$ cat src/rtl/adc_capture.sv
// -----------------------------------------------------------------------------
// adc_capture
//   Receive-side ADC front end. Drives the ADC sample clock and power-down pin.
//   It captures parallel ADC samples on a fixed divider phase and buffers them
//   in a first-word-fall-through FIFO for a valid/ready reader.
//
// Ports
//   clk           in   system clock, all logic on posedge
//   rst           in   synchronous reset, active-low
//   enable        in   1 = power up and sample, 0 = stop and power down
//   adc_data      in   parallel ADC output bus (DATA_W)
//   adc_clk       out  ADC sample clock (registered, toggles only in RUN)
//   adc_pwrdn     out  ADC power-down, 1 = powered down (registered)
//   rd_data       out  FIFO head sample (first-word-fall-through)
//   rd_valid      out  FIFO not empty
//   rd_ready      in   reader accepts rd_data this cycle
//   fifo_level    out  samples stored, 0..2**FIFO_AW
//   overflow      out  sticky: a sample was dropped because the FIFO was full
//   overflow_clr  in   clears overflow (a same-cycle overflow event wins)
//   test_mode     in   only with ADC_TEST_PATTERN_EN: capture a ramp instead
//   running       out  1 while in RUN
//
// Optional feature macro: ADC_TEST_PATTERN_EN (adds test_mode and ramp logic).
// -----------------------------------------------------------------------------
module adc_capture #(
  parameter int DATA_W   = 10,
  parameter int CLK_DIV  = 4,
  parameter int WAKE_CYC = 16,
  parameter int FIFO_AW  = 4
) (
  input  logic              clk,
  input  logic              rst,
  input  logic              enable,
  input  logic [DATA_W-1:0] adc_data,
  output logic              adc_clk,
  output logic              adc_pwrdn,
  output logic [DATA_W-1:0] rd_data,
  output logic              rd_valid,
  input  logic              rd_ready,
  output logic [FIFO_AW:0]  fifo_level,
  output logic              overflow,
  input  logic              overflow_clr,
`ifdef ADC_TEST_PATTERN_EN
  input  logic              test_mode,
`endif
  output logic              running
);

  localparam int DIV_W  = $clog2(CLK_DIV);
  localparam int WAKE_W = $clog2(WAKE_CYC + 1);
  localparam int DEPTH  = 1 << FIFO_AW;

  localparam logic [1:0] ST_IDLE = 2'b00;
  localparam logic [1:0] ST_WAKE = 2'b01;
  localparam logic [1:0] ST_RUN  = 2'b10;

  localparam logic [DIV_W-1:0]  DIV_LAST  = DIV_W'(CLK_DIV - 1);
  localparam logic [DIV_W-1:0]  DIV_HALF  = DIV_W'(CLK_DIV / 2);
  localparam logic [WAKE_W-1:0] WAKE_LAST = WAKE_W'(WAKE_CYC - 1);
  localparam logic [FIFO_AW:0]  LVL_FULL  = (FIFO_AW + 1)'(DEPTH);

  // Control registers
  logic [1:0]         state_q,    state_d;
  logic [WAKE_W-1:0]  wake_cnt_q, wake_cnt_d;
  logic [DIV_W-1:0]   div_q,      div_d;
  logic               adc_clk_q,  adc_clk_d;
  logic               pwrdn_q,    pwrdn_d;
  logic               cap_vld_q,  cap_vld_d;
  logic [DATA_W-1:0]  cap_data_q, cap_data_d;
  logic [DATA_W-1:0]  ramp_q,     ramp_d;

  // FIFO registers
  logic [DATA_W-1:0]  mem_q [DEPTH];
  logic [FIFO_AW-1:0] wr_ptr_q,   wr_ptr_d;
  logic [FIFO_AW-1:0] rd_ptr_q,   rd_ptr_d;
  logic [FIFO_AW:0]   level_q,    level_d;
  logic               valid_q,    valid_d;
  logic               ovf_q,      ovf_d;

  logic               pop_s, full_s, push_ok_s, ovf_evt_s, run_entry_s;
  logic [DATA_W-1:0]  sample_s;

  // Power-sequencing FSM: IDLE -> WAKE (WAKE_CYC cycles) -> RUN
  always_comb begin
    state_d    = state_q;
    wake_cnt_d = wake_cnt_q;
    case (state_q)
      ST_IDLE: begin
        wake_cnt_d = {WAKE_W{1'b0}};
        if (enable) begin
          state_d = ST_WAKE;
        end else begin
          state_d = ST_IDLE;
        end
      end
      ST_WAKE: begin
        if (!enable) begin
          state_d    = ST_IDLE;
          wake_cnt_d = {WAKE_W{1'b0}};
        end else if (wake_cnt_q == WAKE_LAST) begin
          state_d    = ST_RUN;
          wake_cnt_d = {WAKE_W{1'b0}};
        end else begin
          wake_cnt_d = wake_cnt_q + WAKE_W'(1'b1);
        end
      end
      ST_RUN: begin
        if (!enable) begin
          state_d = ST_IDLE;
        end else begin
          state_d = ST_RUN;
        end
      end
      default: begin
        state_d    = ST_IDLE;
        wake_cnt_d = {WAKE_W{1'b0}};
      end
    endcase
  end

  // Divider, registered ADC pins and capture register
  always_comb begin
    run_entry_s = (state_q != ST_RUN) && (state_d == ST_RUN);
    // The divider restarts on RUN entry so the first sample lands CLK_DIV cycles in.
    if (state_d != ST_RUN) begin
      div_d = {DIV_W{1'b0}};
    end else if (run_entry_s || (div_q == DIV_LAST)) begin
      div_d = {DIV_W{1'b0}};
    end else begin
      div_d = div_q + DIV_W'(1'b1);
    end
    // adc_clk is computed from next-state count so the pin lines up with the count.
    adc_clk_d = (state_d == ST_RUN) && (div_d >= DIV_HALF);
    pwrdn_d   = (state_d == ST_IDLE);

`ifdef ADC_TEST_PATTERN_EN
    if (test_mode) begin
      sample_s = ramp_q;
    end else begin
      sample_s = adc_data;
    end
`else
    sample_s = adc_data;
`endif

    // Capture is decided by the current state, so a sample taken on the edge
    // that leaves RUN is still pushed into the FIFO one cycle later.
    cap_vld_d = (state_q == ST_RUN) && (div_q == DIV_LAST);
    if (cap_vld_d) begin
      cap_data_d = sample_s;
    end else begin
      cap_data_d = cap_data_q;
    end

`ifdef ADC_TEST_PATTERN_EN
    if (run_entry_s) begin
      ramp_d = {DATA_W{1'b0}};
    end else if (cap_vld_d) begin
      ramp_d = ramp_q + DATA_W'(1'b1);
    end else begin
      ramp_d = ramp_q;
    end
`else
    ramp_d = {DATA_W{1'b0}};
`endif
  end

  // FIFO push/pop arbitration, level and sticky overflow
  always_comb begin
    pop_s  = (level_q != {(FIFO_AW + 1){1'b0}}) && rd_ready;
    full_s = (level_q == LVL_FULL);
    // A pop on the same edge frees the slot, so a full FIFO still takes the write.
    push_ok_s = cap_vld_q && (!full_s || pop_s);
    ovf_evt_s = cap_vld_q && full_s && !pop_s;

    if (push_ok_s) begin
      wr_ptr_d = wr_ptr_q + FIFO_AW'(1'b1);
    end else begin
      wr_ptr_d = wr_ptr_q;
    end
    if (pop_s) begin
      rd_ptr_d = rd_ptr_q + FIFO_AW'(1'b1);
    end else begin
      rd_ptr_d = rd_ptr_q;
    end

    case ({push_ok_s, pop_s})
      2'b10:   level_d = level_q + (FIFO_AW + 1)'(1'b1);
      2'b01:   level_d = level_q - (FIFO_AW + 1)'(1'b1);
      default: level_d = level_q;
    endcase
    valid_d = (level_d != {(FIFO_AW + 1){1'b0}});

    if (ovf_evt_s) begin
      ovf_d = 1'b1;
    end else if (overflow_clr) begin
      ovf_d = 1'b0;
    end else begin
      ovf_d = ovf_q;
    end
  end

  // State register update with synchronous active-low reset
  always_ff @(posedge clk) begin
    if (!rst) begin
      state_q    <= ST_IDLE;
      wake_cnt_q <= {WAKE_W{1'b0}};
      div_q      <= {DIV_W{1'b0}};
      adc_clk_q  <= 1'b0;
      pwrdn_q    <= 1'b1;
      cap_vld_q  <= 1'b0;
      cap_data_q <= {DATA_W{1'b0}};
      ramp_q     <= {DATA_W{1'b0}};
      wr_ptr_q   <= {FIFO_AW{1'b0}};
      rd_ptr_q   <= {FIFO_AW{1'b0}};
      level_q    <= {(FIFO_AW + 1){1'b0}};
      valid_q    <= 1'b0;
      ovf_q      <= 1'b0;
    end else begin
      state_q    <= state_d;
      wake_cnt_q <= wake_cnt_d;
      div_q      <= div_d;
      adc_clk_q  <= adc_clk_d;
      pwrdn_q    <= pwrdn_d;
      cap_vld_q  <= cap_vld_d;
      cap_data_q <= cap_data_d;
      ramp_q     <= ramp_d;
      wr_ptr_q   <= wr_ptr_d;
      rd_ptr_q   <= rd_ptr_d;
      level_q    <= level_d;
      valid_q    <= valid_d;
      ovf_q      <= ovf_d;
    end
  end

  // FIFO storage; contents need no reset because the pointers and level define validity
  always_ff @(posedge clk) begin
    if (rst && push_ok_s) begin
      mem_q[wr_ptr_q] <= cap_data_q;
    end
  end

  assign adc_clk    = adc_clk_q;
  assign adc_pwrdn  = pwrdn_q;
  assign rd_data    = mem_q[rd_ptr_q];
  assign rd_valid   = valid_q;
  assign fifo_level = level_q;
  assign overflow   = ovf_q;
  assign running    = (state_q == ST_RUN);

endmodule

$ cat config.mk
export PLATFORM = sky130hd
export DESIGN_NAME = adc_capture
export DESIGN_NICKNAME = d
export VERILOG_FILES = /design/src/rtl/adc_capture.sv
export SDC_FILE = /design/constraint.sdc
export NUM_CORES = 1
export LEC_CHECK = 0
export ABC_AREA = 1
export BUFFER_PORTS_ARGS = -buffer_cell sky130_fd_sc_hd__buf_2
export CAP_MARGIN = 10
export CORE_ASPECT_RATIO = 0.9
export CORE_MARGIN = 2
export CORE_UTILIZATION = 50
export DETAILED_ROUTE_END_ITERATION = 12
export PLACE_DENSITY = 0.66
export SETUP_SLACK_MARGIN = 0.05
export SYNTH_ARGS = -nofsm -noshare
export SYNTH_HDL_FRONTEND = slang
export SYNTH_SLANG_ARGS = --single-unit
$ cat constraint.sdc
create_clock -name clk -period 2.45 [get_ports clk]
set_input_delay 0.245 -clock clk [delete_from_list [all_inputs] [get_ports clk]]
set_output_delay 0.245 -clock clk [all_outputs]
set_load 0.01 [all_outputs]
==> reports/metrics.yaml, run 1 <==
outcome:
  status: "finished, final reports clean"
yosys:
  synth_edf_count: 160
  seq_area_frac_synth_pct: 68.2
  synth.net_count: 700
  avgSynthCellArea_um2: 12.2
  ys_ff_latch: 201
  synthCells: 676
  synth_area_um2: 8250
  yosys_warnings: 0
  synth-simple-area-share_pct: 7.91
  synth_cell_type_count: 35
  async_flop_share_pct: 0
  synthMuxAreaShare_pct: 4.86
  synth-adder-area-share_pct: 1.37
  synth_top_family_by_area: "compound AO/OA/AOI/OAI gates"
  synth_xor_area_share_pct: 0.516
  synth-main-ff-cell: "edfxtp_1"
  synth_compound_area_share_pct: 11.7
routing:
  routed_via_density: 5.63
  routedWlPerCell_um: 19.0
  detail-route-antenna-nets: 0
  route.detailed.drc: 0
  finalWirelength_um: 18000
  drt-initial-drc-count: 502
  vias: 5333
  dr.pass1.iters: 5
timing:
  whs_ps: 31.0
  relSlewSlack_pct: 31.6
  max_freq_mhz: 436
  fin_crit_sh_pct: 93.6
  setup_tns_ps: 0
  rsz0062_at_grt: "true"
  setup_viol: 0
  finClkSkew_ps: 8.23
  tightest_slew_ps: 1020
  period_needed_ps: 2290
  finalHoldViolations: 0
  slew_viol_final: 0
placement:
  placedCellCount: 905
  place_congestion: 0.784
  dpl.hpwl_um: 11600
  numPortBuffers: 34
finish:
  n_antenna_cell: 0
  final_nets: 750
  mostFrequentLayoutCell: "edfxtp_1"
  fin_util_pct: 58.4
  final_cell_mix: "edfxtp_1, inv_1, a21oi_1"
  drive_gt1_share_pct: 14.1
  stdcell_count: 947
  syn2layout_area_growth_pct: 14.3
  nFillCells: 1323
clock_network:
  numClockSinks: 201
  clk_pin_slew_ps: 60
  cts_root_buf: "clkbuf_16"
  h-tree-depth: 1
  clock_latency_ps: 480
  tritoncts: "built"
  clockBufferDepth: 3
  cts_made_buffers: 21
critical_path:
  cp.arrival_ps: 2050
  crit_required_ps: 2200
  path_cells: "buf_4 -> mux2i_1 -> o21ai_0 -> o211ai_1 -> nand2_1 -> buf_2"
  end_kind: "output port"
  crit_type: "flip-flop to output port"
  worst-path-buf-inv: 2
  crit_path_start_kind: "flip-flop"
  max_stage_delay_ps: 470
  cp_max_fo: 9
  path_delay_family: "flip-flops"
  slowest_stage: "dfxtp_4"
global_routing:
  overflow: 0
  antenna_found_initial: 0
  grt_max_degree: 41
  grt_pass1_vias: 5167
  grt_pass1_wl_um: 28500
  track_usage_pct: 20.8
floorplan:
  die_y_um: 126
  die_width_um: 139
  start_util_pct: 51.1
  core_um2: 16100
  num_io_pins: 35
  dieArea_um2: 17500
  row_count: 44
worst_hold_path:
  hold_path.class: "input port to flip-flop"
pwr:
  p_per_area_nw_per_um2: 924
  finalPower_w: 0.00871
  p_leak_nw: 3.37
  vdd_drop_max_v: 0.000612
flow_run:
  max-cap-violations: 0
[timing repair]
item                                   CTS  global route
buffers inserted                         3             1
endpoints found under the hold margin    1             0
gates resized for setup                  2             6
setup endpoints to repair                7            24
hold buffers                             1             0
[tightest hold or removal path, stage by stage]
cell and delay, ps:
buf_2 90, nand3_1 70, a21oi_1 60
[registers in the layout, summed over array words and instances, names as in the netlist, named ones only]
signal	cells
wake_cnt_q	5
rd_ptr_q	4
adc_pwrdn	1
cap_data_q	10
adc_clk	1
cap_vld_q	1
rd_valid	1
div_q	2
state_q	2
wr_ptr_q	4
overflow	1
mem_q	160
fifo_level	5
[logic make-up (layout without fill, tap and decap cells)]
group,after synthesis,after routing
adders and majority gates,9,9
AOI/OAI and AO/OA,171,171
muxes,40,40
DFF,201,201
and+or+nand+nor,140,140
buffers and inverters,111,175
xor gates and xnor gates,4,4
[cell usage after synthesis (2+ instances only)]
cell type | count | area share [%]
nand2_2 | 3 | 0.23
buf_4 | 3 | 0.27
a21oi_1 | 64 | 3.9
o21ai_0 | 59 | 3.6
nand3_4 | 2 | 0.42
nand4_1 | 4 | 0.30
edfxtp_1 | 160 | 58
inv_2 | 3 | 0.14
buf_1 | 3 | 0.14
clkbuf_1 | 19 | 0.86
mux2i_1 | 40 | 4.9
ha_1 | 9 | 1.4
o211ai_1 | 40 | 3.6
dfxtp_1 | 41 | 10
o21ai_1 | 5 | 0.30
nor3_1 | 3 | 0.18
nor3b_1 | 2 | 0.18
inv_1 | 74 | 3.4
nor2_1 | 34 | 1.5
nand2_1 | 54 | 2.5
xor2_1 | 3 | 0.32
nand3_1 | 32 | 1.9
buf_2 | 7 | 0.42
[per-layer routing]
metal	vias to the layer above	GRT usage [%]	wire length [um]
met5	-	0	0
met4	0	4.99	412
met3	28	3.00	1060
met2	156	33.1	8300
met1	2635	30.5	8220
li1	2514	-	-
[final timing paths]
path / startpoint / to / slack [ps] / cells after the start
setup / recovery: flip-flop / rd_data[3] / 160 / 6
hold / removal: adc_data[2] / cap_data_q[2] / 30 / 3
setup reg to reg: fifo_level[1] / mem_q[8][0] / 200 / 8
hold reg to reg: wake_cnt_q[4] / wake_cnt_q[4] / 430 / 2
[report_power, final]
part	leakage (nW)	internal [W]	switching, W
logic	1.25	0.000823	0.00118
clock network	0.311	0.00173	0.00120
registers	1.81	0.00368	0.0000824
[stage by stage]
stage	cell area [um^2]	setup slack (ps)
2_1_floorplan	8250	555
3_3_place_gp	8710	201
3_5_place_dp	8710	121
4_1_cts	9400	52.8
5_1_grt	9420	5.91
6_report	9420	156
[layout make-up]
type                       count  area [um^2]  share of cell area, %
tap                          207          259                   2.75
clock buffer                  28          572                   6.07
multi-input combinational    364         2180                   23.1
clock inverter                 9         65.1                  0.690
timing repair buffer          60          425                   4.51
sequential                   201         5630                   59.7
inverter                      78          297                   3.15
Note: power is estimated with default switching activity, not from simulation.
==> run 2, diff against run 1 <==
RECOVER_POWER = 100   (was default)
==> reports/metrics.yaml, run 2 (synthesized netlist as in run 1, its figures left out) <==
critical_path:
  crit_path_start_kind: "flip-flop"
  crit_type: "flip-flop to output port"
  crit_required_ps: 2200  # about the same
  crit_end: "rd_data[3]"
  cp_max_fo: 9  # unchanged
  reg2reg_slack_ps: 150  # -50 ps
  worstRegToRegCells: 8  # unchanged
  end_kind: "output port"
  r2r_start: "fifo_level[1]"
  cp.arrival_ps: 2110  # +60 ps
  timing.rr.end: "mem_q[8][0]"
finish:
  reg_top3: "mem_q: 160 flops, cap_data_q: 10 flops"
  syn2layout_area_growth_pct: 13.7
  largest_reg_flops: 160  # unchanged
  drive_gt1_share_pct: 12.2  # -1.9 points
  final_nets: 750  # unchanged
  mostFrequentLayoutCell: "edfxtp_1"
  top_register: "mem_q"
  n_antenna_cell: 0  # unchanged
  final_cell_mix: "edfxtp_1, inv_1, a21oi_1"
timing:
  fin_crit_sh_pct: 96.3  # +2.6 points
  relSlewSlack_pct: 29.8  # -1.7 points
  period_needed_ps: 2360  # +64.4 ps
  max_freq_mhz: 424  # -2.7%
  rsz0062_at_grt: "true"
  setup_viol: 0  # unchanged
  finClkSkew_ps: 7.98  # -0.248 ps
  setup_tns_ps: 0  # unchanged
  tightest_slew_ps: 1050  # +26.0 ps
  finalHoldViolations: 0  # unchanged
  slew_viol_final: 0  # unchanged
pwr:
  pwr-share-clk_pct: 33.8  # about the same
  vdd_drop_max_v: 0.000611  # -0.17%
  p_per_area_nw_per_um2: 926  # +0.23%
  p_switching_w: 0.00247  # about the same
  pwr-share-comb_pct: 22.8  # -0.3 points
  switching_share_pct: 28.4  # +0.088 points
  sequentialPowerShare_pct: 43.3  # about the same
  p_int_w: 0.00621  # -0.45%
  p_leak_nw: 3.31  # -1.8%
  finalPower_w: 0.00868  # -0.33%
routing:
  detail-route-antenna-nets: 0  # unchanged
  routedWlPerCell_um: 19.0  # about the same
  routed_via_density: 5.61  # -0.34%
  dr.pass1.iters: 5  # unchanged
  drt-initial-drc-count: 518  # +3.2%
  route.detailed.drc: 0  # unchanged
  finalWirelength_um: 18000  # about the same
  vias: 5315  # -0.34%
clock_network:
  cts_root_buf: "clkbuf_16"
  clock_latency_ps: 480  # about the same
  h-tree-depth: 1  # unchanged
  tritoncts: "built"
  numClockSinks: 201  # unchanged
  clockBufferDepth: 3  # unchanged
  cts_made_buffers: 21  # unchanged
  clk_pin_slew_ps: 60  # about the same
global_routing:
  grt_pass1_vias: 5167  # unchanged
  grt_pass1_wl_um: 28500  # unchanged
  grt_max_degree: 41  # unchanged
  antenna_found_initial: 0  # unchanged
  track_usage_pct: 20.8  # unchanged
  overflow: 0  # unchanged
worst_hold_path:
  hold_path.class: "input port to flip-flop"
flow_run:
  max-cap-violations: 0  # unchanged
floorplan:
  die_y_um: 126  # unchanged
  core_um2: 16100  # unchanged
  die_width_um: 139  # unchanged
  num_io_pins: 35  # unchanged
  row_count: 44  # unchanged
  dieArea_um2: 17500  # unchanged
  start_util_pct: 51.1  # unchanged
placement:
  place_congestion: 0.784  # unchanged
  numPortBuffers: 34  # unchanged
  dpl.hpwl_um: 11600  # unchanged
outcome:
  status: "finished, final reports clean"
-- run 2: changes by cell type in the layout (fill, tap and decap cells not counted), sizes merged --
cell	before	now
clkbuf	28	47
buf	59	40
-- run 2: metrics by stage --
step	hold WS, ps	setup slack (ps)	instance area [um^2]	instances	util [%]
2_1_floorplan	408	555	8250	676	-
3_3_place_gp	417	201	8710	905	54.0
3_5_place_dp	425	121	8710	905	54.0
4_1_cts	19.3	52.8	9400	946	58.3
5_1_grt	35.8	7.70	9370	947	58.1
6_report	32.4	91.3	9370	947	58.1
-- run 2: power by group through the flow --
| stage | clock (W) | sequential, W | combinational [W] |
|---|---|---|---|
| floorplan | 0 | 0.00379 | 0.00135 |
| global placement | 0 | 0.00386 | 0.00183 |
| detailed placement | 0 | 0.00387 | 0.00186 |
| CTS | 0.00298 | 0.00378 | 0.00197 |
| global route | 0.00313 | 0.00377 | 0.00219 |
| finish | 0.00294 | 0.00376 | 0.00198 |
-- run 2: cell type report --
cell class | count | area [um^2]
clock buffers | 28 | 572
well taps | 207 | 259
repair buffers | 60 | 380
flip-flops and latches | 201 | 5630
inverters | 78 | 294
fillers | 1334 | 6760
multi-input cells | 364 | 2170
clock inverters | 9 | 65.1
-- run 2: worst min-delay path by stage --
stage          slack [ps]  cells past startpoint     startpoint            end
2_1_floorplan         410                      1       div_q[0]       div_q[0]
3_3_place_gp          420                      1       div_q[0]       div_q[0]
3_5_place_dp          430                      2  wake_cnt_q[4]  wake_cnt_q[4]
4_1_cts                20                      3    adc_data[1]  cap_data_q[1]
5_1_grt                40                      3    adc_data[8]  cap_data_q[8]
6_report               30                      3    adc_data[2]  cap_data_q[2]
-- run 2: critical path: stages (launching register included) --
cell      delay (ps)
dfxtp_4          470
clkbuf_2         250
mux2i_1          240
o21ai_0          210
o211ai_1         220
nand2_1           90
buf_2            150
-- run 2: per-layer routing --
| layer | vias to the layer above | global-route usage, % | part of all wire [%] |
|---|---|---|---|
| li1 | 2515 | - | - |
| met1 | 2643 | 30.5 | 47 |
| met5 | - | 0 | 0 |
| met4 | 0 | 4.99 | 2.0 |
| met3 | 25 | 3.00 | 4.9 |
| met2 | 132 | 33.1 | 46 |
-- run 2: repair_timing --
item | in CTS | in global routing
endpoints found under the hold margin | 1 | 0
resized for setup | 2 | 6
setup endpoints to repair | 7 | 24
buffers inserted | 3 | 1
hold buffers | 1 | 0
